`src/rtl/ifetch.sv`:
```
`default_nettype none
// ============================================================================
//  Module   : ifetch
//  Purpose  : Instruction-fetch initiator. Issues sequential word reads on the
//             ibus, buffers words with their PCs, supports redirect + flush.
//  Revision : 1.0
// ============================================================================
module ifetch #(
    parameter logic [31:0] RESET_PC   = 32'h0000_0000,
    parameter int          FIFO_DEPTH = 2
) (
    input  logic        clk,
    input  logic        reset,
    input  logic        redirect,
    input  logic [31:0] redirect_pc,
    output logic [31:0] ibus_addr,
    input  logic [31:0] ibus_data,
    output logic        ibus_valid,
    input  logic        ibus_ready,
    output logic        inst_valid,
    output logic [31:0] inst_data,
    output logic [31:0] inst_pc,
    input  logic        inst_ready
);

    localparam int PTR_W = $clog2(FIFO_DEPTH);
    localparam int CNT_W = PTR_W + 1;
    localparam logic [CNT_W-1:0] C_DEPTH = CNT_W'(FIFO_DEPTH);

    typedef enum logic [1:0] {
        IDLE = 2'd0,
        REQ  = 2'd1,
        DROP = 2'd2
    } state_t;

    state_t             state_q, state_d;
    logic [31:0]        pc_q, pc_d;
    logic [31:0]        req_addr_q, req_addr_d;
    logic [PTR_W-1:0]   wr_ptr_q, wr_ptr_d;
    logic [PTR_W-1:0]   rd_ptr_q, rd_ptr_d;
    logic [CNT_W-1:0]   count_q, count_d;
    logic [31:0]        buf_data_q [FIFO_DEPTH];
    logic [31:0]        buf_pc_q   [FIFO_DEPTH];

    logic               w_grant;
    logic               w_pop;
    logic               w_push;
    logic [31:0]        w_redirect_pc;
    logic [31:0]        w_pc_inc;
    logic [CNT_W-1:0]   w_cnt_after_push;

    assign ibus_valid       = (state_q == REQ) || (state_q == DROP);
    assign ibus_addr        = req_addr_q;
    assign inst_valid       = (count_q != '0);
    assign inst_data        = inst_valid ? buf_data_q[rd_ptr_q] : 32'd0;
    assign inst_pc          = inst_valid ? buf_pc_q[rd_ptr_q]   : 32'd0;

    assign w_grant          = ibus_valid && ibus_ready;
    assign w_pop            = inst_valid && inst_ready;
    assign w_redirect_pc    = redirect_pc & ~32'h3;
    assign w_pc_inc         = pc_q + 32'd4;
    assign w_cnt_after_push = count_q + CNT_W'(1) - CNT_W'(w_pop);

    // Request FSM: an outstanding request is never withdrawn; a redirect
    // while waiting moves to DROP so the in-flight word is discarded on grant.
    always_comb begin
        state_d    = state_q;
        pc_d       = pc_q;
        req_addr_d = req_addr_q;
        w_push     = 1'b0;
        case (state_q)
            IDLE: begin
                if (redirect) begin
                    pc_d = w_redirect_pc;
                end else if (count_q < C_DEPTH) begin
                    state_d    = REQ;
                    req_addr_d = pc_q;
                end
            end
            REQ: begin
                if (redirect) begin
                    pc_d = w_redirect_pc;
                    if (w_grant) begin
                        req_addr_d = w_redirect_pc;
                    end else begin
                        state_d = DROP;
                    end
                end else if (w_grant) begin
                    w_push = 1'b1;
                    pc_d   = w_pc_inc;
                    if (w_cnt_after_push < C_DEPTH) begin
                        req_addr_d = w_pc_inc;
                    end else begin
                        state_d = IDLE;
                    end
                end
            end
            DROP: begin
                if (redirect) begin
                    pc_d = w_redirect_pc;
                end
                if (w_grant) begin
                    state_d    = REQ;
                    req_addr_d = pc_d;
                end
            end
            default: state_d = IDLE;
        endcase
    end

    // Buffer bookkeeping; a redirect flushes and overrides any push/pop.
    always_comb begin
        wr_ptr_d = wr_ptr_q;
        rd_ptr_d = rd_ptr_q;
        count_d  = count_q;
        if (redirect) begin
            wr_ptr_d = '0;
            rd_ptr_d = '0;
            count_d  = '0;
        end else begin
            if (w_push) wr_ptr_d = wr_ptr_q + PTR_W'(1);
            if (w_pop)  rd_ptr_d = rd_ptr_q + PTR_W'(1);
            count_d = count_q + CNT_W'(w_push) - CNT_W'(w_pop);
        end
    end

    always_ff @(posedge clk) begin
        if (reset) begin
            state_q    <= IDLE;
            pc_q       <= RESET_PC;
            req_addr_q <= RESET_PC;
            wr_ptr_q   <= '0;
            rd_ptr_q   <= '0;
            count_q    <= '0;
        end else begin
            state_q    <= state_d;
            pc_q       <= pc_d;
            req_addr_q <= req_addr_d;
            wr_ptr_q   <= wr_ptr_d;
            rd_ptr_q   <= rd_ptr_d;
            count_q    <= count_d;
        end
    end

    // Storage needs no reset: the head is masked whenever count is zero.
    always_ff @(posedge clk) begin
        if (w_push && !reset) begin
            buf_data_q[wr_ptr_q] <= ibus_data;
            buf_pc_q[wr_ptr_q]   <= pc_q;
        end
    end

endmodule
`default_nettype wire

```
`config.mk`:
```
export PLATFORM = sky130hd
export DESIGN_NAME = ifetch
export DESIGN_NICKNAME = d
export VERILOG_FILES = /design/src/rtl/ifetch.sv
export SDC_FILE = /design/constraint.sdc
export NUM_CORES = 1
export LEC_CHECK = 0
export BUFFER_PORTS_ARGS = -buffer_cell sky130_fd_sc_hd__buf_2
export CAP_MARGIN = 20
export CELL_PAD_IN_SITES_DETAIL_PLACEMENT = 0
export CELL_PAD_IN_SITES_GLOBAL_PLACEMENT = 1
export CORE_MARGIN = 1
export CORE_UTILIZATION = 48
export DETAILED_ROUTE_END_ITERATION = 8
export PLACE_DENSITY_LB_ADDON = 0.1
export SYNTH_ARGS = -nofsm -noshare
export SYNTH_HDL_FRONTEND = slang
export SYNTH_SLANG_ARGS = --single-unit
```
`constraint.sdc`:
```
create_clock -name clk -period 11.3 [get_ports clk]
set_clock_uncertainty 0.05 [all_clocks]
set_input_delay 1.13 -clock clk [delete_from_list [all_inputs] [get_ports clk]]
set_output_delay 1.13 -clock clk [all_outputs]
set_load 0.05 [all_outputs]
```
Word level (Yosys, flattened, before mapping)

Memories as Yosys holds them, arrays and structs flattened. A register that Yosys moved wholly into a read port is not among the register bits.
Cells that the tools add are included.

Register bits after elaboration: 70
Memory bits (writable): 128
Output and inout port bits: 98
Logic and storage cells: 72
Memories kept: 2

Memories:

| memory     | depth | bits a word | read ports | clocked after memory_dff | wr ports | RTL line | text |
|---|---|---|---|---|---|---|---|
| buf_data_q | 2     | 32          | 1          | 1                        | 1        | 42       | `logic [31:0] buf_data_q [FIFO_DEPTH];` |
| buf_pc_q   | 2     | 32          | 1          | 1                        | 1        | 43       | `logic [31:0] buf_pc_q [FIFO_DEPTH];` |

Add/subtract/negate cells: 7
Magnitude comparators: 2
Equal/unequal tests: 10
Multiplexer cells: 31
Reduce and logical (&&, ||, !) cells: 14

Operator list:

| cell                                                  | number |
|---|---|
| 2-to-1 mux 32 bit                                     | 12 |
| case mux 32 bit (3 select lines)                      | 1 |
| case mux 32 bit (2 select lines)                      | 1 |
| adder 32 x 3 -> 32 bit, second input constant         | 1 |
| 2-to-1 mux 2 bit                                      | 7 |
| AND reduction 6 bit                                   | 2 |
| 2-to-1 mux 1 bit                                      | 9 |
| inequality test 3 bit, second input constant          | 3 |
| inequality test 2 bit, second input constant          | 4 |
| case mux 2 bit (3 select lines)                       | 1 |
| less-than comparator 2 bit, second input constant     | 2 |
| nonzero test 2 bit                                    | 2 |
| OR reduction 2 bit                                    | 2 |
| subtractor 2 x 1 -> 2 bit                             | 2 |
| logical AND 1 bit                                     | 3 |
| inequality test 3 x 2 -> 1 bit, second input constant | 1 |
| nonzero test 3 bit                                    | 1 |
| adder 1 bit, second input constant                    | 2 |
| adder 2 x 1 -> 2 bit                                  | 1 |
| adder 2 x 1 -> 2 bit, second input constant           | 1 |
| equality test 2 x 1 -> 1 bit, second input constant   | 1 |
| equality test 2 bit, second input constant            | 1 |
| zero test 2 bit                                       | 1 |
| AND reduction 2 bit                                   | 1 |
| 2 further kinds                                       | 2 |

Longest topological paths before layout

Word-level depth: 9
Mapped depth: 11

Least setup slack after synthesis

OpenSTA, ideal clock, no wires.

Kind: input port to flip-flop
From: input port redirect
To: memory buf_data_q[1][0], enable pin
Data arrival time: 6.363 ns
Setup slack: 4.309 ns
Cell stages on the path: 4
Cells stage by stage: buf_2 -> nor2b_1 -> nand2_1 -> nor3b_1

Cells in the longest elaborated chain, start to end: 5

Ends and longest elaborated chain:

| what                                   | RTL line | text |
|---|---|---|
| from (decl)                            | 14       | `input logic redirect,` |
| 2-to-1 mux 1 bit                       | 81       | `if (redirect) begin` |
| 2-to-1 mux 1 bit                       | 71       | `case (state_q)` |
| logical AND 1 bit                      | 147      | `if (w_push && !reset) begin` |
| 2-to-1 mux 1 bit                       | 147      |  |
| 2-to-1 mux 1 bit (implied by the code) | 148      | `buf_data_q[wr_ptr_q] <= ibus_data;` |
| to (decl)                              | 42       |  |

Every way passes these cells.

==> flow_metrics.tcl <==
set metrics [dict create \
    status "completed" \
    avgSynthCellArea_um2 10.7 \
    critPathBufInv 2 \
    ys_types 73 \
    cts.repair.resized 0 \
    synth_seq_area_share 0.544 \
    nets 1101 \
    reg2reg_slack_ns 8.05 \
    overflow 0 \
    synthMuxAreaShare 0.0851 \
    p_total_w 0.00237 \
    drtIter0Drc 639 \
    io_pins 167 \
    p_sw_frac 0.412 \
    hp-start "ibus_addr[1]" \
    fin_crit_ns 3.50 \
    drt_pre_antenna_iters 5 \
    initial_utilization 0.494 \
    max_cap_viol_count 0 \
    place.port_buffers 164 \
    post_route_cells_drive_above_1_share 0.237 \
    power_frac_seq 0.411 \
    vias 7722 \
    core_area_mm2 0.0196 \
    synth-compound-area-share 0.161 \
    hpwlAfterDp_um 16100 \
    wl_per_cell_um 19.7 \
    crit_fanout 55 \
    antenna_left 0 \
    synth_xor_area_frac 0.00633 \
    synth.net_count 982 \
    critPathLaunchType "flip-flop" \
    synthArstFlopShare 0 \
    reg2regPathDepth 9 \
    insertion_delay_ns 0.44 \
    antenna_found_initial 0 \
    clockBufferDepth 2 \
    cts_root_buffer "clkbuf_16" \
    r2r_end "pc_q[18]" \
    min_to "ibus_addr[1]" \
    power_frac_clock 0.250 \
    required_ns 10.12 \
    syn_area_mm2 0.00968 \
    cp_slowest_cell "buf_4" \
    synth-simple-area-share 0.154 \
    grt_pass1_vias 7009 \
    slew_headroom 0.347 \
    grt_pass1_wl_um 39000 \
    fin_tns_setup_ns 0 \
    yosysWarnings 0 \
    syn_to_final_growth_pct 16.0 \
    synth-seq-cells 199 \
    n_antenna_cell 0 \
    synth_edf_count 128 \
    grt_max_degree 77 \
    min_path_cells 2 \
    hold_viol_final 0 \
    ys.flop_type "edfxtp_1" \
    p_sw_w 0.000976 \
    dieArea_mm2 0.0207 \
    clk_pin_slew_ns 0.08 \
    p_int_w 0.00139 \
    path_cells "buf_4 -> mux2i_1 -> nor2_1 -> buf_2" \
    rows 51 \
    timing.fmax_mhz 285 \
    die_width_um 144 \
    grtUsageTotal 0.248 \
    leakage_nw 4.11 \
    report.final.slew_viol_count 0 \
    drcViolationCount 0 \
    drt-total-wl_um 25600 \
    htreeDepth 4 \
    combPwrFrac 0.339 \
    rr_startpoint "state_q[1]" \
    dieHeight_um 144 \
    arrival_ns 2.32 \
    cts_tree "yes" \
    ir_drop_mv 0.146 \
    gp_congestion 0.799 \
    slowest_delay_ns 0.75 \
    cts_hold_repair.buffers 0 \
    drt-vias-per-instance 5.93 \
    period_share 0.310 \
    synth_adder_area_share 0.00905 \
    syn_inst 906 \
    worstHoldPathType "flip-flop to flip-flop" \
    critical-path-top-delay-family "buffers and inverters" \
    post_cts_buffers 0 \
    finalSetupViolations 0 \
    worstSetupPathType "flip-flop to output port" \
    clock-sinks 199 \
    synth_top_family_by_area "compound AO/OA/AOI/OAI gates" \
    cts_buffers 17 \
    end_kind "output port" \
    worstMarginPinSlew_ns 0.980 \
    pwr_density_cell_mw_per_mm2 211 \
    rsz0062_at_grt "false" \
]
## synthesized netlist by cell type, types with 8 or more instances
cell      instances  area, µm²
and3_1           11       68.8
dfxtp_1          71       1420
nor2b_1          12       75.1
nor2_1          131        492
a22oi_1           9       67.6
o32ai_1          17        149
nand4_1          23        144
mux2_2           10        113
o21ai_0          35        175
mux2i_1          71        711
nor3_1           20        100
a221oi_1         24        210
a31oi_1          10       62.6
nand3_1          19       95.1
buf_2            10       50.1
a211oi_1         13       97.6
clkbuf_1         53        199
and4_1            8       70.1
nand2b_1          9       56.3
a21oi_1          48        240
o221ai_1         12        105
o22ai_1           9       56.3
nand2_1          35        131
edfxtp_1        128       3840
inv_1            11       41.3
buf_1            10       37.5
## per-layer routing
| layer | track usage | up-vias | part of all wire |
|---|---|---|---|
| met1 | 0.351 | 3728 | 0.46 |
| li1 | - | 3691 | - |
| met5 | 0 | - | 0 |
| met3 | 0.0361 | 25 | 0.065 |
| met4 | 0.0750 | 0 | 0.012 |
| met2 | 0.391 | 278 | 0.46 |
## layout make-up
type / count / area (µm²)
clock inverters: 14 / 150
repair buffers: 181 / 952
fillers: 1728 / 8370
flip-flops and latches: 199 / 5270
multi-input cells: 614 / 4050
inverters: 12 / 45.0
clock buffers: 18 / 429
well taps: 265 / 332
## worst register-to-register path: stages (launching register included)
cell and delay (ns):
dfxtp_1 0.40, inv_1 0.08, ha_1 0.50, buf_4 0.38
nand2_1 0.16, a21oi_1 0.78, buf_4 0.36, nand2_1 0.07
mux2_2 0.27, a21oi_1 0.13
## power groups by stage
stage	Sequential (W)	Clock [W]	Combinational, W
final	0.000974	0.000592	0.000801
after global routing	0.000987	0.000630	0.000858
after CTS	0.000970	0.000601	0.000796
after detailed placement	0.000986	0	0.000792
after global placement	0.000983	0	0.000789
after floorplan	0.00108	0	0.000459
## cells in the final DEF (no fill, tap or decap), types with 11 or more instances in the layout
cell       instances
a211oi_1          13
a21oi_1           48
a221oi_1          24
and3_1            11
buf_2            164
buf_4             16
clkbuf_16         17
dfxtp_1           70
edfxtp_1         128
inv_1             11
mux2i_1           71
nand2_1           35
nand3_1           19
nand4_1           23
nor2_1           130
nor2b_1           12
nor3_1            18
o21ai_0           35
o221ai_1          12
o32ai_1           17
## metrics by stage
stage	utilization	cell area, µm²	std cells	setup WS [ns]	hold WS, ns
2_1_floorplan	-	9680	906	4.31	0.374
3_3_place_gp	0.542	10600	1269	7.29	0.390
3_5_place_dp	0.542	10600	1269	7.30	0.398
4_1_cts	0.572	11200	1301	7.73	0.412
5_1_grt	0.573	11200	1303	7.61	0.435
6_report	0.573	11200	1303	7.80	0.408
## logic make-up (layout without fill, tap and decap cells)
group	after synthesis	in the layout
AO/OA/AOI/OAI	222	222
buffers and inverters	93	225
multiplexers	81	81
adder cells (fa/ha/maj)	7	7
XOR/XNOR	7	7
AND/OR/NAND/NOR	297	297
flip-flops	199	199
## registers in the layout (all words and copies together) (netlist names), named ones only
signal and cells:
pc_q 32, ibus_addr 32, rd_ptr_q 1, buf_data_q 64, count_q 2, state_q 2
wr_ptr_q 1, buf_pc_q 64
## worst max path at each step
stage	cells after the start	start	slack (ns)	end
final	4	flip-flop	7.80	inst_pc[3]
after global routing	4	flip-flop	7.61	inst_pc[1]
after CTS	4	flip-flop	7.73	inst_pc[0]
after detailed placement	8	redirect	7.30	pc_q[18]
after global placement	8	redirect	7.29	pc_q[18]
after floorplan	4	redirect	4.31	buf_data_q[1][0]
Power figures use the tool's default switching activity.
